==> config.mk <==
export PLATFORM = sky130hd
export DESIGN_NAME = jzjpcc_decode_pipeline
export DESIGN_NICKNAME = d
export VERILOG_FILES = /design/src/rtl/jzjpcc_decode_pipeline.sv
export SDC_FILE = /design/constraint.sdc
export NUM_CORES = 1
export LEC_CHECK = 0
export ABC_AREA = 1
export BUFFER_PORTS_ARGS = -buffer_cell sky130_fd_sc_hd__buf_4
export CORE_AREA = 2 2 149 151
export DETAILED_ROUTE_END_ITERATION = 7
export DIE_AREA = 0 0 151 153
export GPL_TIMING_DRIVEN = 0
export HOLD_SLACK_MARGIN = 0.12
export PLACE_DENSITY = 0.67
export SLEW_MARGIN = 20
export SYNTH_ARGS = -nofsm -noshare
export SYNTH_HDL_FRONTEND = slang
export SYNTH_SLANG_ARGS = --single-unit
==> constraint.sdc <==
create_clock -name clock -period 2.04 [get_ports clock]
set_clock_uncertainty 0.05 [all_clocks]
set_input_delay 0.408 -clock clock [delete_from_list [all_inputs] [get_ports clock]]
set_output_delay 0.408 -clock clock [all_outputs]
set_load 0.01 [all_outputs]
==> src/rtl/jzjpcc_decode_pipeline.sv <==
// Decode-to-execute stage register with operand bypassing, stall/flush control,
// load-use hazard detection and a saturating count of inserted bubbles.
module jzjpcc_decode_pipeline #(
  parameter int                PC_MAX_B = 15,
  parameter int                CTRL_W   = 8,
  parameter logic [CTRL_W-1:0] NOP_CTRL = '0,
  parameter int                CNT_W    = 16
) (
  input  logic                clock,
  input  logic                reset,

  input  logic [31:2]         instruction_decode,
  input  logic [PC_MAX_B:2]   currentPC_decode,
  input  logic                valid_decode,
  input  logic [31:0]         immediate_decode,
  input  logic [CTRL_W-1:0]   control_decode,
  input  logic                rdWriteEnable_decode,
  input  logic                memRead_decode,
  output logic [4:0]          rs1Addr_decode,
  output logic [4:0]          rs2Addr_decode,
  input  logic [31:0]         rs1_decode,
  input  logic [31:0]         rs2_decode,

  input  logic [4:0]          rdAddr_memory,
  input  logic                rdWriteEnable_memory,
  input  logic [31:0]         result_memory,
  input  logic [4:0]          rdAddr_writeback,
  input  logic                rdWriteEnable_writeback,
  input  logic [31:0]         rdData_writeback,

  input  logic                stall_execute,
  input  logic                flush_execute,
  output logic                loadUseStall_decode,

  output logic [31:0]         immediate_execute,
  output logic [31:0]         rs1_execute,
  output logic [31:0]         rs2_execute,
  output logic [PC_MAX_B:2]   currentPC_execute,
  output logic [4:0]          rdAddr_execute,
  output logic [CTRL_W-1:0]   control_execute,
  output logic                rdWriteEnable_execute,
  output logic                memRead_execute,
  output logic                valid_execute,
  output logic [CNT_W-1:0]    bubbleCount
);

  logic [31:0]       imm_q, imm_d;
  logic [31:0]       rs1_q, rs1_d;
  logic [31:0]       rs2_q, rs2_d;
  logic [PC_MAX_B:2] pc_q, pc_d;
  logic [4:0]        rdAddr_q, rdAddr_d;
  logic [CTRL_W-1:0] ctrl_q, ctrl_d;
  logic              rdWe_q, rdWe_d;
  logic              memRead_q, memRead_d;
  logic              valid_q, valid_d;
  logic [CNT_W-1:0]  bubbleCnt_q, bubbleCnt_d;

  logic [4:0]        rdAddrDecode;
  logic [31:0]       rs1Bypassed;
  logic [31:0]       rs2Bypassed;
  logic              loadUse;
  logic              loadSlot;
  logic              injectBubble;
  logic              unusedInstrBits;

  assign rs1Addr_decode  = instruction_decode[19:15];
  assign rs2Addr_decode  = instruction_decode[24:20];
  assign rdAddrDecode    = instruction_decode[11:7];
  assign unusedInstrBits = ^{instruction_decode[31:25], instruction_decode[14:12],
                             instruction_decode[6:2]};

  // x0 is hardwired, so it never takes a bypass; the younger memory stage wins over writeback.
  function automatic logic [31:0] selectOperand(
    input logic [4:0]  addr,
    input logic [31:0] rfData,
    input logic        memWe,
    input logic [4:0]  memRd,
    input logic [31:0] memData,
    input logic        wbWe,
    input logic [4:0]  wbRd,
    input logic [31:0] wbData
  );
    logic [31:0] sel;
    sel = rfData;
    if (addr != 5'd0) begin
      if (memWe && (memRd == addr)) begin
        sel = memData;
      end else if (wbWe && (wbRd == addr)) begin
        sel = wbData;
      end
    end
    return sel;
  endfunction

  always_comb begin
    rs1Bypassed = selectOperand(rs1Addr_decode, rs1_decode,
                                rdWriteEnable_memory, rdAddr_memory, result_memory,
                                rdWriteEnable_writeback, rdAddr_writeback, rdData_writeback);
    rs2Bypassed = selectOperand(rs2Addr_decode, rs2_decode,
                                rdWriteEnable_memory, rdAddr_memory, result_memory,
                                rdWriteEnable_writeback, rdAddr_writeback, rdData_writeback);
  end

  // Conservative: rs2 is compared even for instructions that carry an immediate there.
  assign loadUse = valid_q && memRead_q && (rdAddr_q != 5'd0) && valid_decode &&
                   ((rdAddr_q == rs1Addr_decode) || (rdAddr_q == rs2Addr_decode));
  assign loadUseStall_decode = loadUse && !stall_execute && !flush_execute;

  assign loadSlot     = flush_execute || !stall_execute;
  assign injectBubble = flush_execute || loadUseStall_decode;

  always_comb begin
    imm_d       = imm_q;
    rs1_d       = rs1_q;
    rs2_d       = rs2_q;
    pc_d        = pc_q;
    rdAddr_d    = rdAddr_q;
    ctrl_d      = ctrl_q;
    rdWe_d      = rdWe_q;
    memRead_d   = memRead_q;
    valid_d     = valid_q;
    bubbleCnt_d = bubbleCnt_q;

    if (loadSlot) begin
      imm_d = immediate_decode;
      rs1_d = rs1Bypassed;
      rs2_d = rs2Bypassed;
      pc_d  = currentPC_decode;
      if (injectBubble || !valid_decode) begin
        rdAddr_d  = 5'd0;
        ctrl_d    = NOP_CTRL;
        rdWe_d    = 1'b0;
        memRead_d = 1'b0;
        valid_d   = 1'b0;
      end else begin
        rdAddr_d  = rdAddrDecode;
        ctrl_d    = control_decode;
        rdWe_d    = rdWriteEnable_decode;
        memRead_d = memRead_decode;
        valid_d   = 1'b1;
      end
    end

    if (injectBubble && (bubbleCnt_q != {CNT_W{1'b1}})) begin
      bubbleCnt_d = bubbleCnt_q + 1'b1;
    end
  end

  always_ff @(posedge clock) begin
    if (reset) begin
      imm_q       <= '0;
      rs1_q       <= '0;
      rs2_q       <= '0;
      pc_q        <= '0;
      rdAddr_q    <= '0;
      ctrl_q      <= NOP_CTRL;
      rdWe_q      <= 1'b0;
      memRead_q   <= 1'b0;
      valid_q     <= 1'b0;
      bubbleCnt_q <= '0;
    end else begin
      imm_q       <= imm_d;
      rs1_q       <= rs1_d;
      rs2_q       <= rs2_d;
      pc_q        <= pc_d;
      rdAddr_q    <= rdAddr_d;
      ctrl_q      <= ctrl_d;
      rdWe_q      <= rdWe_d;
      memRead_q   <= memRead_d;
      valid_q     <= valid_d;
      bubbleCnt_q <= bubbleCnt_d;
    end
  end

  assign immediate_execute     = imm_q;
  assign rs1_execute           = rs1_q;
  assign rs2_execute           = rs2_q;
  assign currentPC_execute     = pc_q;
  assign rdAddr_execute        = rdAddr_q;
  assign control_execute       = ctrl_q;
  assign rdWriteEnable_execute = rdWe_q;
  assign memRead_execute       = memRead_q;
  assign valid_execute         = valid_q;
  assign bubbleCount           = bubbleCnt_q;

endmodule

==> reports/metrics.yaml, run 1 <==
timing:
  hold_violations: 0
  post-route-min-period_ns: 2.038
  tightestPinTransition_ns: 0.7689
  fin_ws_ns: 0.001517
  setup_viol: 0
  fin_crit_sh: 0.9993
  relSlewSlack: 0.4846
  drv_slew: 0
  rsz0062_at_grt: "true"
  fmax_mhz: 490.6
  whs_ns: 0.1472
die:
  io_pins: 384
  die_x_microns: 151
  core_sq_mm: 0.02149
  initial_core_util: 0.3645
  die_height_microns: 153
  fp.dieArea_sq_mm: 0.02310
  rows: 54
cts:
  clk_path_buf_depth: 2
  cts_max_level: 4
  cts.sinks: 142
  insertion_delay_ns: 0.43
  cts-buffers-inserted: 17
  root_buffer: "clkbuf_16"
  cts_tree: "yes"
  hold_buffers: 0
  clk_pin_slew_ns: 0.07
finish:
  fill_cells: 2181
  area_delta_synth_final_pct: 48.60
  layout.cells.non_filler: 1917
  antennaDiodeCount: 0
  final_nets: 1856
  layout-drive-gt1-share: 0.2938
job:
  max_cap_viol_count: 0
synth:
  synth_edf_count: 0
  synth_commonest_cells: "nor2_1 (249), nand2_1 (212), a21oi_1 (159), nand3_1 (159), dfxtp_1 (142)"
  yosys.area.top_type: "dfxtp_1"
  netlist_top_cells_area: "dfxtp_1 (36%), nor2_1 (12%), a21oi_1 (10%)"
  yosysMostFrequentCell: "nor2_1"
  synth_top_flop_cell: "dfxtp_1"
  yosysSeqAreaShare: 0.3630
  async_reset_ff_frac: 0
  ys_ff_latch: 142
  syn-cell-area_sq_mm: 0.007831
  ys_warn_count: 0
  avgSynthCellArea_sq_um: 6.346
  syn-instance-count: 1234
  syn_nets: 1466
  synth_cell_types: 29
  synth_top_area_frac: 0.3630
place:
  dp_hpwl_mm: 26.12
  place_inst: 1882
  portBuffers: 368
  gp_congestion: 0.9205
  place_ws_ns: -0.4855
status:
  status: "completed"
grt:
  first_global_vias: 9401
  grt_pass1_wl_mm: 50.97
  grt.total_usage: 0.2821
  antenna_found_initial: 0
  grt_max_degree: 18
  grt_overflow_total: 0
detailed_routing:
  vias_per_cell: 5.218
  wl_per_cell_microns: 17.67
  drt_wl_total_mm: 33.87
  drc: 0
  drtIter0Drc: 679
  first_pass_iters: 5
  final_antenna_net_count: 0
  vias: 10000
critical_path:
  crit_arrival_ns: 1.58
  worstPathRequired_ns: 1.58
  critPathLaunchType: "flop"
  endpoint_kind: "primary output"
  crit_type: "reg2out"
  crit_path_max_fanout: 4
worst_hold_path:
  hold_path.class: "in2reg"
pwr:
  powerDensity_mw_per_mm2: 677.6
  p_leak_nw: 5.501
  ir_drop_uv: 525.3
  power_mw: 7.886
-- kinds of logic after synthesis --
family / after synthesis / share of synthesized area
DFF: 142 / 0.3630
and+or+nand+nor: 655 / 0.3564
AOI/OAI and AO/OA: 283 / 0.1834
adders and majority gates: 1 / 0.001597
xor gates and xnor gates: 19 / 0.02125
buffers and inverters: 134 / 0.07429
-- worst max-delay path, cell delays in order (launching register included) --
cell and delay [ns]:
dfxtp_4 0.38, inv_4 0.05, nand2_2 0.04, nand2_1 0.06, nor2_2 0.14, nand3_2 0.09, nand2_2 0.11, nand2_4 0.07
nor2_2 0.09, buf_4 0.12
-- repair_timing --
action                                  in CTS  in global routing
setup buffers                                1                  3
resized for setup                           15                 17
endpoints found under the setup margin      25                 33
pin swaps                                    3                  5
-- placed cells by master, fill, tap and decap left out, drive strengths merged --
cell,count
nor3,8
xor2,14
o22ai,7
nand4,18
clkinvlp,2
dfxtp,142
a21oi,162
ha,1
xnor2,5
clkbuf,77
clkinv,7
nand2,217
nor2,251
nand3,161
inv,37
bufinv,3
buf,411
o21ai,114
-- area by class of cell --
class / instances / area, sq um / share of cell area
Multi-Input combinational cell: 958 / 4449 / 0.3823
Tap cell: 280 / 350.3 / 0.03010
Inverter: 36 / 137.6 / 0.01183
Clock buffer: 19 / 432.9 / 0.03720
Sequential cell: 142 / 2867 / 0.2463
Clock inverter: 13 / 163.9 / 0.01408
Buffer: 97 / 444.2 / 0.03817
Timing Repair Buffer: 372 / 2793 / 0.2400
-- report_power, final --
part	total, mW	internal (mW)	switching [mW]
Combinational	1.60	0.751	0.852
Clock	3.22	1.93	1.29
Sequential	3.06	2.95	0.111
-- sequential cells by signal, summed over array words and instances, names as in the netlist --
name                   count
bubbleCount               16
control_execute            8
currentPC_execute         14
immediate_execute         32
memRead_execute            1
rdAddr_execute             5
rdWriteEnable_execute      1
rs1_execute               32
rs2_execute               32
valid_execute              1
-- layer usage --
metal | wire length [microns] | global-route usage | vias up
met2 | 15900 | 0.4740 | 538
met4 | 1407 | 0.1175 | 0
li1 | - | - | 4887
met5 | 0 | 0 | -
met3 | 3617 | 0.07910 | 91
met1 | 12940 | 0.3362 | 4486
-- path summary, 6_finish.rpt --
kind                                         from                           endpoint  slack [ns]  depth (start not counted)
setup reg to reg   rdAddr_execute[1]$_SDFFE_PP0P_        bubbleCount[9]$_SDFFE_PP0P_        0.13                         12
hold / removal                currentPC_decode[4]  currentPC_execute[4]$_SDFFE_PP0P_        0.15                          3
setup / recovery   rdAddr_execute[1]$_SDFFE_PP0P_                loadUseStall_decode       0.002                          9
hold reg to reg   control_execute[6]$_SDFFE_PP0P_    control_execute[6]$_SDFFE_PP0P_        0.41                          2
-- through the flow --
| stage | cell area, sq um | TNS [ns] | utilization |
|---|---|---|---|
| 6_report | 11640 | 0 | 0.5416 |
| 5_1_grt | 11640 | -0.04972 | 0.5416 |
| 4_1_cts | 11580 | 0 | 0.5391 |
| 3_5_place_dp | 10940 | -24.03 | 0.5094 |
| 3_3_place_gp | 10940 | -21.72 | 0.5094 |
| 2_1_floorplan | 7831 | 0 | - |
No activity file was read; power rests on OpenSTA's default activity.
==> inputs of run 2 (changes only) <==
- RECOVER_POWER: unset -> 25
- SETUP_SLACK_MARGIN: unset -> 0.1
==> reports/metrics.yaml, run 2 (same netlist as run 1, synthesis figures left out) <==
timing:
  setup_viol: 1  # was 0
  fmax_mhz: 474.3  # was 490.6 MHz
  relSlewSlack: 0.5899  # was 0.4846
  rsz0062_at_grt: "true"  # unchanged
  drv_slew: 0  # unchanged
  tightestPinTransition_ns: 0.6129  # was 0.7689 ns
  fin_tns_setup_ns: -0.06818  # was 0 ns
  hold_violations: 0  # unchanged
  post-route-min-period_ns: 2.108  # was 2.038 ns
  fin_ws_ns: -0.06818  # was 0.001517 ns
  fin_crit_sh: 1.033  # was 0.9993
status:
  status: "complete, but fails checks"  # was completed
  violations: "setup timing"
finish:
  post-route-util: 0.5456  # was 0.5416
  final_nets: 1865  # was 1856
  antennaDiodeCount: 0  # unchanged
  layout.cells.non_filler: 1926  # was 1917
  layout_common_cells: "buf_4 (389), nor2_1 (244), nand2_1 (208)"  # was buf_4 (383), nor2_1 (245), nand2_1 (209)
  layout-drive-gt1-share: 0.3001  # was 0.2938
  area_delta_synth_final_pct: 49.69  # was 48.60%
  final_common_cell: "buf_4"  # unchanged
worst_hold_path:
  hold_path.class: "in2reg"  # unchanged
  holdPathEnd: "bubbleCount[15]$_SDFFE_PP0P_"  # was currentPC_execute[4]$_SDFFE_PP0P_
  min_delay_path_depth: 2  # was 3
  min-delay-start: "reset"  # was currentPC_decode[4]
cts:
  cts_tree: "yes"  # unchanged
  cts_max_level: 4  # unchanged
  clk_path_buf_depth: 2  # unchanged
  clk_pin_slew_ns: 0.07  # about the same
  root_buffer: "clkbuf_16"  # unchanged
  insertion_delay_ns: 0.43  # about the same
  cts.sinks: 142  # unchanged
  cts-buffers-inserted: 17  # unchanged
  hold_buffers: 0  # unchanged
critical_path:
  critPathMostFrequentCell: "nand2_2"
  r2r_end: "bubbleCount[9]$_SDFFE_PP0P_"  # unchanged
  cp_cell_sequence: "inv_4 -> nand2_2 -> nand2_2 -> nor2_2 -> nand3_2 -> nand2_2 -> nand2_4 -> buf_6 -> nor2_4 -> buf_6"  # was inv_4 -> nand2_2 -> nand2_1 -> nor2_2 -> nand3_2 -> nand2_2 -> nand2_4 -> nor2_2 -> buf_4
  rr_worst_depth: 12  # unchanged
  crit_type: "reg2out"  # unchanged
  worstPathRequired_ns: 1.58  # about the same
  endpoint_kind: "primary output"  # unchanged
  r2r_setup_slack_ns: 0.20  # was 0.13 ns
  worst-path-buf-inv: 3  # was 2
  crit_path_max_fanout: 4  # unchanged
  cp_slowest_stage_delay_ns: 0.38  # about the same
  critPathLaunchType: "flop"  # unchanged
  r2r_start: "rdAddr_execute[1]$_SDFFE_PP0P_"  # unchanged
  cp_slowest_cell: "dfxtp_4"  # unchanged
  critPathTopFamily: "simple AND/OR/NAND/NOR gates"  # unchanged
  crit_arrival_ns: 1.65  # was 1.58 ns
detailed_routing:
  vias: 10010  # was 10000
  first_pass_iters: 5  # unchanged
  drc: 0  # unchanged
  drtIter0Drc: 689  # was 679
  wl_per_cell_microns: 17.67  # about the same
  vias_per_cell: 5.196  # was 5.218
  final_antenna_net_count: 0  # unchanged
  drt_wl_total_mm: 34.03  # was 33.87 mm
die:
  io_pins: 384  # unchanged
  die_x_microns: 151  # unchanged
  rows: 54  # unchanged
  initial_core_util: 0.3645  # unchanged
  fp.dieArea_sq_mm: 0.02310  # unchanged
  core_sq_mm: 0.02149  # unchanged
  die_height_microns: 153  # unchanged
pwr:
  switching_share: 0.2866  # was 0.2855
  p_leak_nw: 5.548  # was 5.501 nW
  internal-power_mw: 5.642  # was 5.635 mW
  powerDensity_mw_per_mm2: 674.6  # was 677.6 mW/mm^2
  ir_drop_uv: 533.6  # was 525.3 uV
  p_sw_mw: 2.267  # was 2.251 mW
  clkPwrFrac: 0.409  # was 0.408
  seq_power_share: 0.388  # about the same
  pwr-share-comb: 0.204  # was 0.203
  power_mw: 7.909  # was 7.886 mW
grt:
  grt.total_usage: 0.2827  # was 0.2821
  grt_max_degree: 17  # was 18
  grt_pass1_wl_mm: 51.07  # was 50.97 mm
  first_global_vias: 9423  # was 9401
  antenna_found_initial: 0  # unchanged
  grt_overflow_total: 0  # unchanged
place:
  place_inst: 1882  # unchanged
  portBuffers: 368  # unchanged
  gp_congestion: 0.9205  # unchanged
  dp_hpwl_mm: 26.12  # unchanged
job:
  max_cap_viol_count: 0  # unchanged
run 2: cell count changes in the layout (fill, tap and decap cells not counted), moves of 2 or more:
cell,before,now
dfxtp_2,1,3
buf_4,383,389
dfxtp_4,6,4
buf_6,1,3
clkbuf_2,0,2
run 2: power by group through the flow:
stage	Sequential, mW	Clock [mW]	Combinational (mW)
detailed placement	3.12	0	1.58
floorplan	3.19	0	0.595
global route	3.08	3.37	1.76
CTS	3.06	3.27	1.59
finish	3.07	3.23	1.61
global placement	3.12	0	1.57
run 2: layout make-up:
class	count	area, sq um
multi-input combinational	958	4466
sequential	142	2861
buffer	98	457.9
timing repair buffer	380	2853
fill	2166	9763
clock buffer	19	432.9
tap	280	350.3
clock inverter	13	163.9
inverter	36	137.6
run 2: routing by layer:
| layer | global-route usage | vias up | part of all wire |
|---|---|---|---|
| met1 | 0.3364 | 4525 | 0.39 |
| li1 | - | 4904 | - |
| met3 | 0.08060 | 84 | 0.10 |
| met5 | 0 | - | 0 |
| met4 | 0.1215 | 0 | 0.040 |
| met2 | 0.4727 | 494 | 0.47 |
run 2: worst max-delay path by stage:
stage / start / depth (start not counted) / slack (ns) / end
2_1_floorplan: bubbleCount[0]$_SDFFE_PP0P_ / 9 / 0.23 / bubbleCount[0]$_SDFFE_PP0P_
3_3_place_gp: instruction_decode[18] / 10 / -0.42 / rs1_execute[4]$_SDFFE_PP0P_
6_report: rdAddr_execute[1]$_SDFFE_PP0P_ / 10 / -0.07 / loadUseStall_decode
4_1_cts: rdAddr_execute[0]$_SDFFE_PP0P_ / 10 / -0.04 / loadUseStall_decode
5_1_grt: rdAddr_execute[1]$_SDFFE_PP0P_ / 10 / -0.12 / loadUseStall_decode
3_5_place_dp: instruction_decode[18] / 10 / -0.49 / rs1_execute[3]$_SDFFE_PP0P_
run 2: stage by stage:
| step | setup slack [ns] | cell area [sq um] | hold WS (ns) |
|---|---|---|---|
| floorplan | 0.2292 | 7831 | 0.4271 |
| global placement | -0.4203 | 10940 | 0.4037 |
| detailed placement | -0.4855 | 10940 | 0.4073 |
| CTS | -0.04217 | 11650 | 0.1358 |
| global route | -0.1212 | 11720 | 0.1367 |
| finish | -0.06818 | 11720 | 0.1456 |
run 2: worst reg2reg max path, delay by kind of cell, from the launching register on:
family	cells	cell delay [ns]
buffers and inverters	3	0.47
AND/OR/NAND/NOR	8	0.73
AO/OA/AOI/OAI	1	0.15
flip-flops	1	0.38
run 2: repair_timing:
item,CTS,global route
endpoints found under the hold margin,0,0
gates resized for setup,22,20
setup endpoints to repair,42,64
setup buffers,6,6
pin swaps,7,10
==> inputs of run 3 (changes only) <==
- REMOVE_ABC_BUFFERS: unset -> 1
==> reports/metrics.yaml, run 3 (same netlist as run 1, synthesis figures left out) <==
status:
  status: "completed"  # was complete, but fails checks
timing:
  tightestPinTransition_ns: 0.5695  # was 0.6129 ns
  rsz0062_at_grt: "true"  # unchanged
  post-route-min-period_ns: 1.959  # was 2.108 ns
  fmax_mhz: 510.4  # was 474.3 MHz
  setup_viol: 0  # was 1
  whs_ns: 0.1582  # was 0.1456 ns
  fin_tns_setup_ns: 0  # was -0.06818 ns
  fin_ws_ns: 0.08076  # was -0.06818 ns
  drv_slew: 0  # unchanged
  hold_violations: 0  # unchanged
  relSlewSlack: 0.6199  # was 0.5899
  fin_crit_sh: 0.9604  # was 1.033
finish:
  final_common_cell: "buf_4"  # unchanged
  fill_cells: 2175  # was 2166
  final_nets: 1793  # was 1865
  layout-drive-gt1-share: 0.2676  # was 0.3001
  area_delta_synth_final_pct: 48.44  # was 49.69%
  post-route-util: 0.5411  # was 0.5456
  layout_common_cells: "buf_4 (312), nor2_1 (241), nand2_1 (205)"  # was buf_4 (389), nor2_1 (244), nand2_1 (208)
job:
  max_cap_viol_count: 0  # unchanged
critical_path:
  critPathLaunch: "rdAddr_execute[4]$_SDFFE_PP0P_"  # was rdAddr_execute[1]$_SDFFE_PP0P_
  r2r_end: "bubbleCount[0]$_SDFFE_PP0P_"  # was bubbleCount[9]$_SDFFE_PP0P_
  critPathCapture: "loadUseStall_decode"  # unchanged
  cp_slowest_cell: "dfxtp_4"  # unchanged
  cp_slowest_stage_delay_ns: 0.36  # was 0.38 ns
  crit_path_max_fanout: 6  # was 4
  critPathLaunchType: "flop"  # unchanged
  cp_cell_sequence: "buf_4 -> xnor2_1 -> nand3_1 -> nand2_2 -> nand2_4 -> nor2_4 -> buf_6"  # was inv_4 -> nand2_2 -> nand2_2 -> nor2_2 -> nand3_2 -> nand2_2 -> nand2_4 -> buf_6 -> nor2_4 -> buf_6
  endpoint_kind: "primary output"  # unchanged
  crit_type: "reg2out"  # unchanged
  critPathTopFamily: "flip-flops"  # was simple AND/OR/NAND/NOR gates
  worst-path-buf-inv: 2  # was 3
  r2r_start: "bubbleCount[1]$_SDFFE_PP0P_"  # was rdAddr_execute[1]$_SDFFE_PP0P_
  rr_worst_depth: 9  # was 12
  r2r_setup_slack_ns: 0.21  # was 0.20 ns
  worstPathRequired_ns: 1.58  # about the same
  cp.depth: 7  # was 10
  crit_arrival_ns: 1.50  # was 1.65 ns
grt:
  use_met2: 0.4353  # was 0.4727
  grt.total_usage: 0.2563  # was 0.2827
  antenna_found_initial: 1  # was 0
  grt_busiest_layer: "met2"  # unchanged
  grt_overflow_total: 0  # unchanged
  grt_max_degree: 78  # was 17
  use_met3: 0.07612  # was 0.08060
  grt_pass1_wl_mm: 47.60  # was 51.07 mm
  use_met1: 0.3098  # was 0.3364
  first_global_vias: 8971  # was 9423
pwr:
  powerDensity_mw_per_mm2: 689.0  # was 674.6 mW/mm^2
  power_mw: 8.010  # was 7.909 mW
  ir_drop_uv: 499.8  # was 533.6 uV
  p_leak_nw: 5.297  # was 5.548 nW
cts:
  cts.sinks: 142  # unchanged
  root_buffer: "clkbuf_16"  # unchanged
  clk_path_buf_depth: 2  # unchanged
  cts_max_level: 4  # unchanged
  insertion_delay_ns: 0.42  # was 0.43 ns
  hold_buffers: 0  # unchanged
  clk_pin_slew_ns: 0.07  # about the same
  cts-buffers-inserted: 17  # unchanged
  cts_tree: "yes"  # unchanged
detailed_routing:
  drc: 0  # unchanged
  vias: 9759  # was 10010
  drt_wl_total_mm: 32.17  # was 34.03 mm
  final_antenna_net_count: 0  # unchanged
  drtIter0Drc: 556  # was 689
  first_pass_iters: 5  # unchanged
  wl_per_cell_microns: 17.35  # was 17.67 microns
  vias_per_cell: 5.264  # was 5.196
place:
  place_ws_ns: -0.9255  # was -0.4855 ns
  gp_congestion: 0.9188  # was 0.9205
  dp_hpwl_mm: 20.88  # was 26.12 mm
  portBuffers: 368  # unchanged
die:
  die_height_microns: 153  # unchanged
  die_x_microns: 151  # unchanged
  io_pins: 384  # unchanged
  rows: 54  # unchanged
  fp.dieArea_sq_mm: 0.02310  # unchanged
  initial_core_util: 0.3645  # unchanged
  core_sq_mm: 0.02149  # unchanged
worst_hold_path:
  hold_path.class: "in2reg"  # unchanged
-- run 3: changes by cell type in the layout (fill, tap and decap cells not counted), moves of 3 or more --
cell      change
buf_8         +6
buf_2        -25
clkbuf_1     +12
clkinv_2      -3
nor2_1        -3
nand3_4       +5
buf_4        -77
nor2_4        +4
buf_12        +4
nand2_1       -3
buf_16        +5
nand2_8       +3
-- run 3: through the flow --
| step | std cells | instance area (sq um) |
|---|---|---|
| global placement | 1784 | 10500 |
| detailed placement | 1799 | 10880 |
| finish | 1854 | 11620 |
| CTS | 1838 | 11660 |
| global route | 1854 | 11620 |
| floorplan | 1136 | 7385 |
-- run 3: worst register-to-register path, stage by stage (launching register included) --
cell	delay [ns]
dfxtp_2	0.37
ha_2	0.20
nand2_2	0.08
nor3_4	0.25
nand2_2	0.10
nor2_4	0.11
nand3_4	0.17
buf_12	0.20
a21oi_1	0.14
nor2_1	0.06
-- run 3: timing repair --
| action | CTS | global route |
|---|---|---|
| pin swaps | 6 | 15 |
| hold endpoints to repair | 0 | 0 |
| setup buffers | 7 | 10 |
| setup endpoints to repair | 142 | 95 |
| gates cloned | 1 | 5 |
| resized for setup | 23 | 25 |
-- run 3: how the worst min path moves through the flow --
stage	end	depth (start not counted)	from
3_5_place_dp	control_execute[2]$_SDFFE_PP0P_	2	control_execute[2]$_SDFFE_PP0P_
6_report	immediate_execute[25]$_SDFFE_PP0P_	3	immediate_decode[25]
2_1_floorplan	bubbleCount[12]$_SDFFE_PP0P_	1	reset
3_3_place_gp	control_execute[1]$_SDFFE_PP0P_	2	control_execute[1]$_SDFFE_PP0P_
5_1_grt	immediate_execute[6]$_SDFFE_PP0P_	3	immediate_decode[6]
4_1_cts	currentPC_execute[4]$_SDFFE_PP0P_	3	currentPC_decode[4]
-- run 3: layout make-up --
type	count	area, sq um	area share
Sequential cell	142	2864	0.2464
Tap cell	280	350.3	0.03014
Timing Repair Buffer	401	2964	0.2550
Multi-Input combinational cell	963	4653	0.4003
Inverter	36	158.9	0.01367
Clock inverter	14	206.4	0.01776
Clock buffer	17	425.4	0.03659
Antenna cell	1	2.502	0.0002153
-- run 3: report_power, final --
part,switching [mW],leakage [nW],internal [mW],total (mW)
clock network,1.33,0.299,2.07,3.40
logic,0.872,3.82,0.694,1.57
registers,0.0918,1.18,2.95,3.04
total,2.29,5.30,5.72,8.01
-- run 3: layer usage --
| layer | vias up | share of wire | wire (microns) |
|---|---|---|---|
| li1 | 4781 | - | - |
| met4 | 0 | 0.025 | 815 |
| met5 | - | 0 | 0 |
| met2 | 406 | 0.48 | 15300 |
| met1 | 4523 | 0.40 | 12730 |
| met3 | 49 | 0.10 | 3327 |
